[config.mk]
export PLATFORM = sky130hd
export DESIGN_NAME = move_sequencer
export DESIGN_NICKNAME = d
export VERILOG_FILES = /design/src/rtl/move_sequencer.sv
export SDC_FILE = /design/constraint.sdc
export NUM_CORES = 1
export LEC_CHECK = 0
export CELL_PAD_IN_SITES_DETAIL_PLACEMENT = 2
export CELL_PAD_IN_SITES_GLOBAL_PLACEMENT = 2
export CORE_MARGIN = 1
export CORE_UTILIZATION = 34
export DETAILED_ROUTE_END_ITERATION = 7
export PLACE_DENSITY_LB_ADDON = 0.08
export SYNTH_ARGS = -nofsm -noshare
export SYNTH_HDL_FRONTEND = slang
export SYNTH_SLANG_ARGS = --single-unit
[constraint.sdc]
create_clock -name clk -period 6.2 [get_ports clk]
set_clock_uncertainty 0.1 [all_clocks]
set_input_delay 1.24 -clock clk [delete_from_list [all_inputs] [get_ports clk]]
set_output_delay 1.24 -clock clk [all_outputs]
set_load 0.05 [all_outputs]
[src/rtl/move_sequencer.sv]
// move_sequencer: serializes one decoded engine move into single-square
// writes to the board piece register file, and remembers the captured piece.
module move_sequencer #(
    parameter int unsigned SQ_W = 6,
    parameter int unsigned PW   = 6
) (
    input  logic                 clk,
    input  logic                 clear_n,
    input  logic                 enable,
    input  logic                 engineColor,
    input  logic                 mv_valid,
    output logic                 mv_ready,
    input  logic [2**SQ_W-1:0]   initialPosition,
    input  logic [2**SQ_W-1:0]   movedPosition,
    input  logic [5:0]           movingPiece,
    input  logic [5:0]           capturedPiece,
    input  logic [2:0]           castling,
    input  logic [4:0]           enpassant,
    output logic                 wr_en,
    output logic [SQ_W-1:0]      wr_addr,
    output logic [PW-1:0]        wr_data,
    output logic                 busy,
    output logic                 done,
    output logic                 err,
    output logic [PW-1:0]        last_captured
);

    localparam int unsigned NSQ = 2**SQ_W;
    localparam int unsigned CW  = PW - 1;

    localparam logic [5:0]    PAWN_OH   = 6'b000001;
    localparam logic [5:0]    KING_OH   = 6'b100000;
    localparam logic [CW-1:0] ROOK_CODE = CW'(5'b10000);

    typedef enum logic [2:0] {
        IDLE, DECODE, WR_FROM, WR_TO, WR_X1, WR_X2, DONE
    } state_t;

    state_t            state;
    logic [NSQ-1:0]    fromR;
    logic [NSQ-1:0]    toR;
    logic [5:0]        moverR;
    logic [5:0]        captR;
    logic [2:0]        castR;
    logic [4:0]        epR;
    logic              colorR;
    logic [SQ_W-1:0]   toIdxR;
    logic              wrPend;

    logic [SQ_W-1:0]   fromIdx;
    logic [SQ_W-1:0]   toIdx;
    logic [SQ_W-1:0]   victimIdx;
    logic [SQ_W-4:0]   rank;
    logic              castKs;
    logic              castAct;
    logic              epUp;
    logic              epDown;
    logic              epAct;
    logic              decodeErr;
    logic [PW-1:0]     moveWord;
    logic [PW-1:0]     rookWord;
    logic [PW-1:0]     capWord;

    function automatic logic isOneHot(input logic [NSQ-1:0] v);
        return (v != '0) && ((v & (v - NSQ'(1))) == '0);
    endfunction

    // Lowest set bit; only meaningful once the vector is known one-hot.
    function automatic logic [SQ_W-1:0] sqIndex(input logic [NSQ-1:0] v);
        logic [SQ_W-1:0] idx;
        idx = '0;
        for (int i = NSQ - 1; i >= 0; i--) begin
            if (v[i]) idx = SQ_W'(i);
        end
        return idx;
    endfunction

    function automatic logic [CW-1:0] pieceCode(input logic [5:0] oh);
        logic [CW-1:0] code;
        case (oh)
            6'b000001: code = CW'(5'b00010);
            6'b000010: code = CW'(5'b10000);
            6'b000100: code = CW'(5'b00001);
            6'b001000: code = CW'(5'b01000);
            6'b010000: code = CW'(5'b11000);
            6'b100000: code = CW'(5'b00100);
            default:   code = '0;
        endcase
        return code;
    endfunction

    assign castKs    = castR[2];
    assign castAct   = castR[2] | castR[1];
    assign epUp      = epR[1] | epR[2];
    assign epDown    = epR[3] | epR[4];
    assign epAct     = epUp | epDown;
    assign rank      = toIdxR[SQ_W-1:3];
    assign victimIdx = epUp ? (toIdxR - SQ_W'(8)) : (toIdxR + SQ_W'(8));
    assign moveWord  = {colorR, pieceCode(moverR)};
    assign rookWord  = {colorR, ROOK_CODE};
    assign capWord   = (captR == '0) ? '0 : {~colorR, pieceCode(captR)};
    assign wr_en     = wrPend & enable;

    // Square decode and move legality screen on the latched descriptor.
    always_comb begin
        fromIdx   = sqIndex(fromR);
        toIdx     = sqIndex(toR);
        decodeErr = 1'b0;
        if (!isOneHot(fromR) || !isOneHot(toR) || (fromIdx == toIdx)) decodeErr = 1'b1;
        if (!isOneHot(NSQ'(moverR)))                                  decodeErr = 1'b1;
        if ((captR != '0) && !isOneHot(NSQ'(captR)))                  decodeErr = 1'b1;
        if (!isOneHot(NSQ'(castR)) || !isOneHot(NSQ'(epR)))           decodeErr = 1'b1;
        if (castAct && epAct)                                         decodeErr = 1'b1;
        if (castAct && (moverR != KING_OH))                           decodeErr = 1'b1;
        if (epAct && ((moverR != PAWN_OH) || (captR != PAWN_OH)))     decodeErr = 1'b1;
        if (epUp && (toIdx < SQ_W'(8)))                               decodeErr = 1'b1;
        if (epDown && (toIdx >= SQ_W'(NSQ - 8)))                      decodeErr = 1'b1;
    end

    // Sequencer FSM; every register freezes while enable is low.
    always_ff @(posedge clk or negedge clear_n) begin
        if (!clear_n) begin
            state         <= IDLE;
            mv_ready      <= 1'b1;
            wrPend        <= 1'b0;
            wr_addr       <= '0;
            wr_data       <= '0;
            busy          <= 1'b0;
            done          <= 1'b0;
            err           <= 1'b0;
            last_captured <= '0;
            fromR         <= '0;
            toR           <= '0;
            moverR        <= '0;
            captR         <= '0;
            castR         <= '0;
            epR           <= '0;
            colorR        <= 1'b0;
            toIdxR        <= '0;
        end else if (enable) begin
            wrPend <= 1'b0;
            done   <= 1'b0;
            err    <= 1'b0;
            case (state)
                IDLE: begin
                    if (mv_valid) begin
                        fromR    <= initialPosition;
                        toR      <= movedPosition;
                        moverR   <= movingPiece;
                        captR    <= capturedPiece;
                        castR    <= castling;
                        epR      <= enpassant;
                        colorR   <= engineColor;
                        mv_ready <= 1'b0;
                        busy     <= 1'b1;
                        state    <= DECODE;
                    end
                end
                DECODE: begin
                    toIdxR <= toIdx;
                    if (decodeErr) begin
                        done  <= 1'b1;
                        err   <= 1'b1;
                        state <= DONE;
                    end else begin
                        wrPend  <= 1'b1;
                        wr_addr <= fromIdx;
                        wr_data <= '0;
                        state   <= WR_FROM;
                    end
                end
                WR_FROM: begin
                    wrPend  <= 1'b1;
                    wr_addr <= toIdxR;
                    wr_data <= moveWord;
                    state   <= WR_TO;
                end
                WR_TO: begin
                    if (castAct) begin
                        wrPend  <= 1'b1;
                        wr_addr <= {rank, castKs ? 3'd7 : 3'd0};
                        wr_data <= '0;
                        state   <= WR_X1;
                    end else if (epAct) begin
                        wrPend  <= 1'b1;
                        wr_addr <= victimIdx;
                        wr_data <= '0;
                        state   <= WR_X1;
                    end else begin
                        done          <= 1'b1;
                        last_captured <= capWord;
                        state         <= DONE;
                    end
                end
                WR_X1: begin
                    if (castAct) begin
                        wrPend  <= 1'b1;
                        wr_addr <= {rank, castKs ? 3'd5 : 3'd3};
                        wr_data <= rookWord;
                        state   <= WR_X2;
                    end else begin
                        done          <= 1'b1;
                        last_captured <= capWord;
                        state         <= DONE;
                    end
                end
                WR_X2: begin
                    done          <= 1'b1;
                    last_captured <= capWord;
                    state         <= DONE;
                end
                DONE: begin
                    mv_ready <= 1'b1;
                    busy     <= 1'b0;
                    state    <= IDLE;
                end
                default: state <= IDLE;
            endcase
        end
    end

endmodule

==> impl_metrics.toml, run 1 <==
[outcome]
status = "finished clean"

[synthesis]
ys.flop_type = "dfrtp_1"
synth_cell_types = 84
synth_top_area_share_pct = 41.0
synthArstFlopShare_pct = 100
syn-instance-count = 1120
synth_edf_count = 0
ys_top_cells_by_count = "dfrtp_1, mux2_2, nor2_1"
synth_seq_cells = 181
syn_area_per_cell_um2 = 9.81
netlist_area_um2 = 11000
ys_warn_count = 0
ys_top_cells_by_area = "dfrtp_1, mux2_2, o21ai_0, nor2_1, a21oi_1"
syn-num-nets = 1274
synth_area_leader_cell = "dfrtp_1"
seq_area_frac_synth_pct = 41.2
yosysMostFrequentCell = "dfrtp_1"

[timing]
setup_viol = 0
clock.fmax_ghz = 0.196
hold_viol_final = 0
worst_slack_ps = 1090
fin_setup_tns_ps = 0
slew_viol_final = 0
rsz0062_at_grt = "false"
min_period_ps = 5110
relSlewSlack_pct = 43.0
worstMarginPinSlew_ps = 847
timing.final.crit_share_pct = 82.4

[critical_path]
worstSetupPathType = "register to register"
cp.arrival_ps = 5350
r2r_start = "toR[7]$_DFFE_PN0P_"
critical_path.max_fanout = 8
cp.required_ps = 6440
cp_slowest_stage_delay_ps = 640
cp_slowest_cell = "nor4_2"
rr_worst_depth = 11
rrSetupSlack_ps = 1090
worstSetupStartpointType = "register"
crit_top_cell = "or4_1"
reg2reg_to = "wr_data[5]$_DFFE_PN0P_"
crit_path_end_kind = "register"
path_cells = "nor4_2, and4_1, nand2_4, or4_1, o21ai_0, nand4b_1, or4_1, or4_4, a211oi_2, buf_4, mux2_2"

[power]
p_leak_nw = 5.17
pwr_density_cell_nw_per_um2 = 504
total_power_mw = 6.88
max-vdd-ir-drop_uv = 213

[global_route]
grt_pass1_wl_um = 61700
overflow = 0
met3_usage_pct = 3.93
busiest_layer = "met2"
grt_usage_pct = 24.5
grt_pass1_vias = 10277
antenna_found_initial = 1
grt_max_degree = 113
grt_use_met2_pct = 40.5
use_met1_pct = 33.3

[min_path]
holdCritStartpoint = "last_captured[4]$_DFFE_PN0P_"
hold_depth = 2
min_path_type = "register to register"
holdPathEnd = "last_captured[4]$_DFFE_PN0P_"

[flow_run]
drv_cap = 0

[clocking]
cts_resized = 0
cts.htree.levels = 4
cts_sinks = 181
cts_tree = "yes"
insertion_delay_ps = 450
cts_setup_buffers = 0
root_buffer = "clkbuf_16"
clockBufferDepth = 2
clk_pin_slew_worst_paths_ps = 80
cts_buffers = 17
hold_buffers = 0

[drt]
num_vias = 9830
first_iter_violations = 498
ant_nets = 0
dr.pass1.iters = 5
drcViolationCount = 0
routedWlPerCell_um = 23.7
totalWireLength_um = 39600
vias_per_cell = 5.87

[floorplan]
initial_core_util_pct = 34.7
die_y_um = 182
rows = 65
io_pins = 176
die_x_um = 182
design.die.area_um2 = 33000
core_area_um2 = 31600

[final_layout]
area_growth_pct = 24.0
fill_cells = 3428
final_cell_area_um2 = 13600
insertedDiodeCount = 0
fin_nets = 1415
drive_gt1_share_pct = 19.3

[place]
io_buffers = 175
place_ws_ps = 1050
hpwl_um = 30000
placed_area_um2 = 13000
place.gp.congestion = 0.862
-- final cells by class --
type                       instances  area (um^2)  share of cell area [%]
sequential                       181         4530                    33.2
clock inverter                    13          161                    1.18
inverter                          35          131                   0.964
multi-input combinational        839         5980                    43.9
tap                              402          503                    3.69
timing repair buffer             187         1870                    13.7
clock buffer                      19          453                    3.32
-- flip-flops by register name (all words and copies together) (netlist names) --
name	cells
wr_addr	6
wrPend	1
toIdxR	6
colorR	1
epR	5
busy	1
err	1
toR	64
moverR	6
wr_data	6
castR	3
captR	6
fromR	64
mv_ready	1
state	3
done	1
last_captured	6
-- power by group --
group          leakage, nW  internal, mW  switching (mW)
combinational         2.68          1.31            1.47
sequential            2.20          1.74            1.19
clock                0.297         0.632           0.541
total                 5.17          3.68            3.20
-- how the worst max path moves through the flow --
stage | from | cells after the start | end | slack, ps
after floorplan | toR[30]$_DFFE_PN0P_ | 11 | wr_addr[0]$_DFFE_PN0P_ | 1860
after global placement | toR[24]$_DFFE_PN0P_ | 11 | wr_data[5]$_DFFE_PN0P_ | 1060
after detailed placement | toR[24]$_DFFE_PN0P_ | 11 | wr_data[5]$_DFFE_PN0P_ | 1050
after CTS | toR[7]$_DFFE_PN0P_ | 11 | wr_data[5]$_DFFE_PN0P_ | 1130
after global routing | toR[7]$_DFFE_PN0P_ | 11 | wr_data[5]$_DFFE_PN0P_ | 960
final | toR[7]$_DFFE_PN0P_ | 11 | wr_data[5]$_DFFE_PN0P_ | 1090
-- critical path: cells and delay by family (launching register included) --
family | cells | cell delay (ps)
DFF | 1 | 470
muxes | 1 | 340
AOI/OAI and AO/OA | 2 | 760
and+or+nand+nor | 7 | 3080
buffers and inverters | 1 | 230
-- per-layer routing --
metal  vias to the layer above  routed length [um]  share of wire (%)
met1                      5022               18600                 47
li1                       4533                   -                  -
met2                       243               19000                 48
met4                         0                 613                1.5
met3                        32                1460                3.7
met5                         -                   0                  0
-- cells in the final DEF, fill, tap and decap left out, types with 9 or more instances in the layout --
cell / netlist / routed
nand2_1: 65 / 65
dfrtp_1: 180 / 180
o31ai_1: 17 / 17
clkbuf_16: 0 / 17
nor4_1: 43 / 43
o21ai_0: 82 / 82
buf_4: 2 / 10
nor2_1: 94 / 94
a21oi_1: 55 / 55
nor2b_1: 9 / 9
o211ai_1: 9 / 9
or2_2: 9 / 9
nor3_1: 48 / 48
clkdlybuf4s50_1: 0 / 174
nand3_1: 28 / 27
mux2_2: 155 / 155
inv_1: 35 / 35
a211oi_1: 10 / 10
nand4_1: 20 / 20
or4_1: 19 / 19
-- cell families after synthesis --
group                    after synthesis  share of synthesized area (%)
AO/OA/AOI/OAI                        278                           16.7
adder cells (fa/ha/maj)                2                          0.273
AND/OR/NAND/NOR                      380                           19.1
flip-flops                           181                           41.2
buffers and inverters                100                           4.43
XOR/XNOR                              13                           1.04
multiplexers                         166                           17.3
-- stage by stage --
stage          instances  hold slack (ps)  util [%]
6_report            1676              385      43.1
3_3_place_gp        1644              362      41.1
3_5_place_dp        1644              374      41.1
4_1_cts             1676              392      43.1
2_1_floorplan       1120              348         -
5_1_grt             1676              418      43.1
(Power assumes the default switching activity.)
==> inputs of run 2 (changes only) <==
--- a/config.mk
+++ b/config.mk
@@ -8,7 +8,7 @@
 export CELL_PAD_IN_SITES_DETAIL_PLACEMENT = 2
 export CELL_PAD_IN_SITES_GLOBAL_PLACEMENT = 2
 export CORE_MARGIN = 1
-export CORE_UTILIZATION = 34
+export CORE_UTILIZATION = 31
 export DETAILED_ROUTE_END_ITERATION = 7
 export PLACE_DENSITY_LB_ADDON = 0.08
 export SYNTH_ARGS = -nofsm -noshare
==> constraint.sdc (replaced) <==
create_clock -name clk -period 4.4 [get_ports clk]
set_clock_uncertainty 0.1 [all_clocks]
set_input_delay 0.88 -clock clk [delete_from_list [all_inputs] [get_ports clk]]
set_output_delay 0.88 -clock clk [all_outputs]
set_load 0.05 [all_outputs]
==> impl_metrics.toml, run 2 (synthesis gave the netlist of run 1 again) <==
[outcome]
status = "finished with violations"
violations = "setup timing"

[drt]
routedWlPerCell_um = 23.1
drcViolationCount = 0
num_vias = 10643
dr.pass1.iters = 5
first_iter_violations = 422
vias_per_cell = 5.54
ant_nets = 0
totalWireLength_um = 44400

[critical_path]
crit_path_end_kind = "register"
cp.required_ps = 4640
cp_slowest_cell = "or4_4"
crit_top_cell = "or4_4"
path_cells = "or4_4, nor4_4, nand2_4, or4_4, a221o_2, or4_4, or4_4, a211oi_4, buf_6, mux2_2"
cp_top_family = "simple AND/OR/NAND/NOR gates"
path_buf_inv = 1
critical_path.max_fanout = 6
worstSetupStartpointType = "register"
worstSetupPathType = "register to register"
cp.arrival_ps = 4660
cp_slowest_stage_delay_ps = 610

[place]
hpwl_um = 34000
placed_cells = 1879
place.gp.congestion = 0.875
placed_area_um2 = 14400
place_ws_ps = -362
io_buffers = 175

[min_path]
min_path_type = "input port to asynchronous set/reset pin"

[global_route]
grt_max_degree = 101
grt_pass1_wl_um = 69400
antenna_found_initial = 0
grt_usage_pct = 25.0
grt_pass1_vias = 11669
overflow = 0

[power]
max-vdd-ir-drop_uv = 327
p_leak_nw = 6.17
pwr_density_cell_nw_per_um2 = 721

[timing]
min_period_ps = 4420
setup_viol = 3
timing.final.crit_share_pct = 101
slew_viol_final = 0
clock.fmax_ghz = 0.226
worst_slack_ps = -22.5
whs_ps = 255
fin_setup_tns_ps = -26.9
worstMarginPinSlew_ps = 921
rsz0062_at_grt = "true"
relSlewSlack_pct = 38.2
hold_viol_final = 0

[final_layout]
regArea_um2 = 4530
final_cell_area_um2 = 15500
largest_registers = "fromR (64), toR (64)"
fill_cells = 3716
layout_commonest_cell = "buf_4"
insertedDiodeCount = 0
multi_input_area_um2 = 6300
final_cell_mix = "buf_4, dfrtp_1, clkdlybuf4s50_1, mux2_2, nor2_1"
drive_gt1_share_pct = 32.5
instances_no_fill = 1921
area_growth_pct = 40.9
fin_nets = 1609

[floorplan]
design.die.area_um2 = 36200
initial_core_util_pct = 31.7
rows = 68
core_area_um2 = 34700
die_x_um = 190
die_y_um = 190
io_pins = 176

[clocking]
clockBufferDepth = 2
hold_buffers = 0
cts_buffers = 17
cts_sinks = 181
cts.htree.levels = 4
root_buffer = "clkbuf_16"
insertion_delay_ps = 460
clk_pin_slew_worst_paths_ps = 70
cts_tree = "yes"

[flow_run]
drv_cap = 0
run 2: cell count changes in the layout (fill, tap and decap cells not counted), moves of 4 or more:
cell       before  now
a2111oi_0       7    3
buf_4          10  201
nand3_1        27   23
nand3_2         0    4
nor4_1         43   35
nor4_2          3    8
o21ai_0        82   78
or4_1          19   14
or4_4           5   11
run 2: final timing paths:
path                                                to  cells past startpoint           startpoint  slack, ps
worst max-delay path            wr_data[5]$_DFFE_PN0P_                     10  toR[18]$_DFFE_PN0P_        -20
worst min-delay path                wrPend$_DFFE_PN0P_                      1              clear_n        260
worst max register to register  wr_data[5]$_DFFE_PN0P_                     10  toR[18]$_DFFE_PN0P_        -20
worst min register to register      wrPend$_DFFE_PN0P_                      1   wrPend$_DFFE_PN0P_        380
max in group asynchronous           toR[0]$_DFFE_PN0P_                      2              clear_n       2850
min in group clk                    wrPend$_DFFE_PN0P_                      1   wrPend$_DFFE_PN0P_        380
run 2: final cells by class:
class,count,area share (%)
timing repair buffer,381,21.5
inverter,35,0.849
clock inverter,11,1.15
clock buffer,19,2.80
multi-input combinational,839,40.7
sequential,181,29.3
tap,455,3.68
run 2: repair_timing:
action                                 in CTS  in global routing
buffers inserted                            4                  8
gates resized for setup                    36                 30
setup endpoints to repair                  13                 13
pin swaps                                   8                 19
endpoints found under the hold margin       0                  0
run 2: through the flow:
stage / total power [mW] / util [%]
3_3_place_gp: 8.93 / 41.6
3_5_place_dp: 9.15 / 41.6
5_1_grt: 11.9 / 44.6
6_report: 11.2 / 44.6
2_1_floorplan: 6.43 / -
4_1_cts: 11.1 / 44.0
run 2: routing by layer:
metal | track usage [%] | share of wire [%]
met4 | 6.55 | 1.9
met2 | 42.0 | 49
met3 | 3.72 | 3.5
met5 | 0 | 0
met1 | 33.5 | 46
run 2: where the power goes:
| group | total, mW | switching [mW] | internal [mW] |
|---|---|---|---|
| clock network | 1.68 | 0.729 | 0.951 |
| logic | 6.13 | 3.32 | 2.81 |
| registers | 3.35 | 0.890 | 2.46 |
| total | 11.2 | 4.94 | 6.22 |
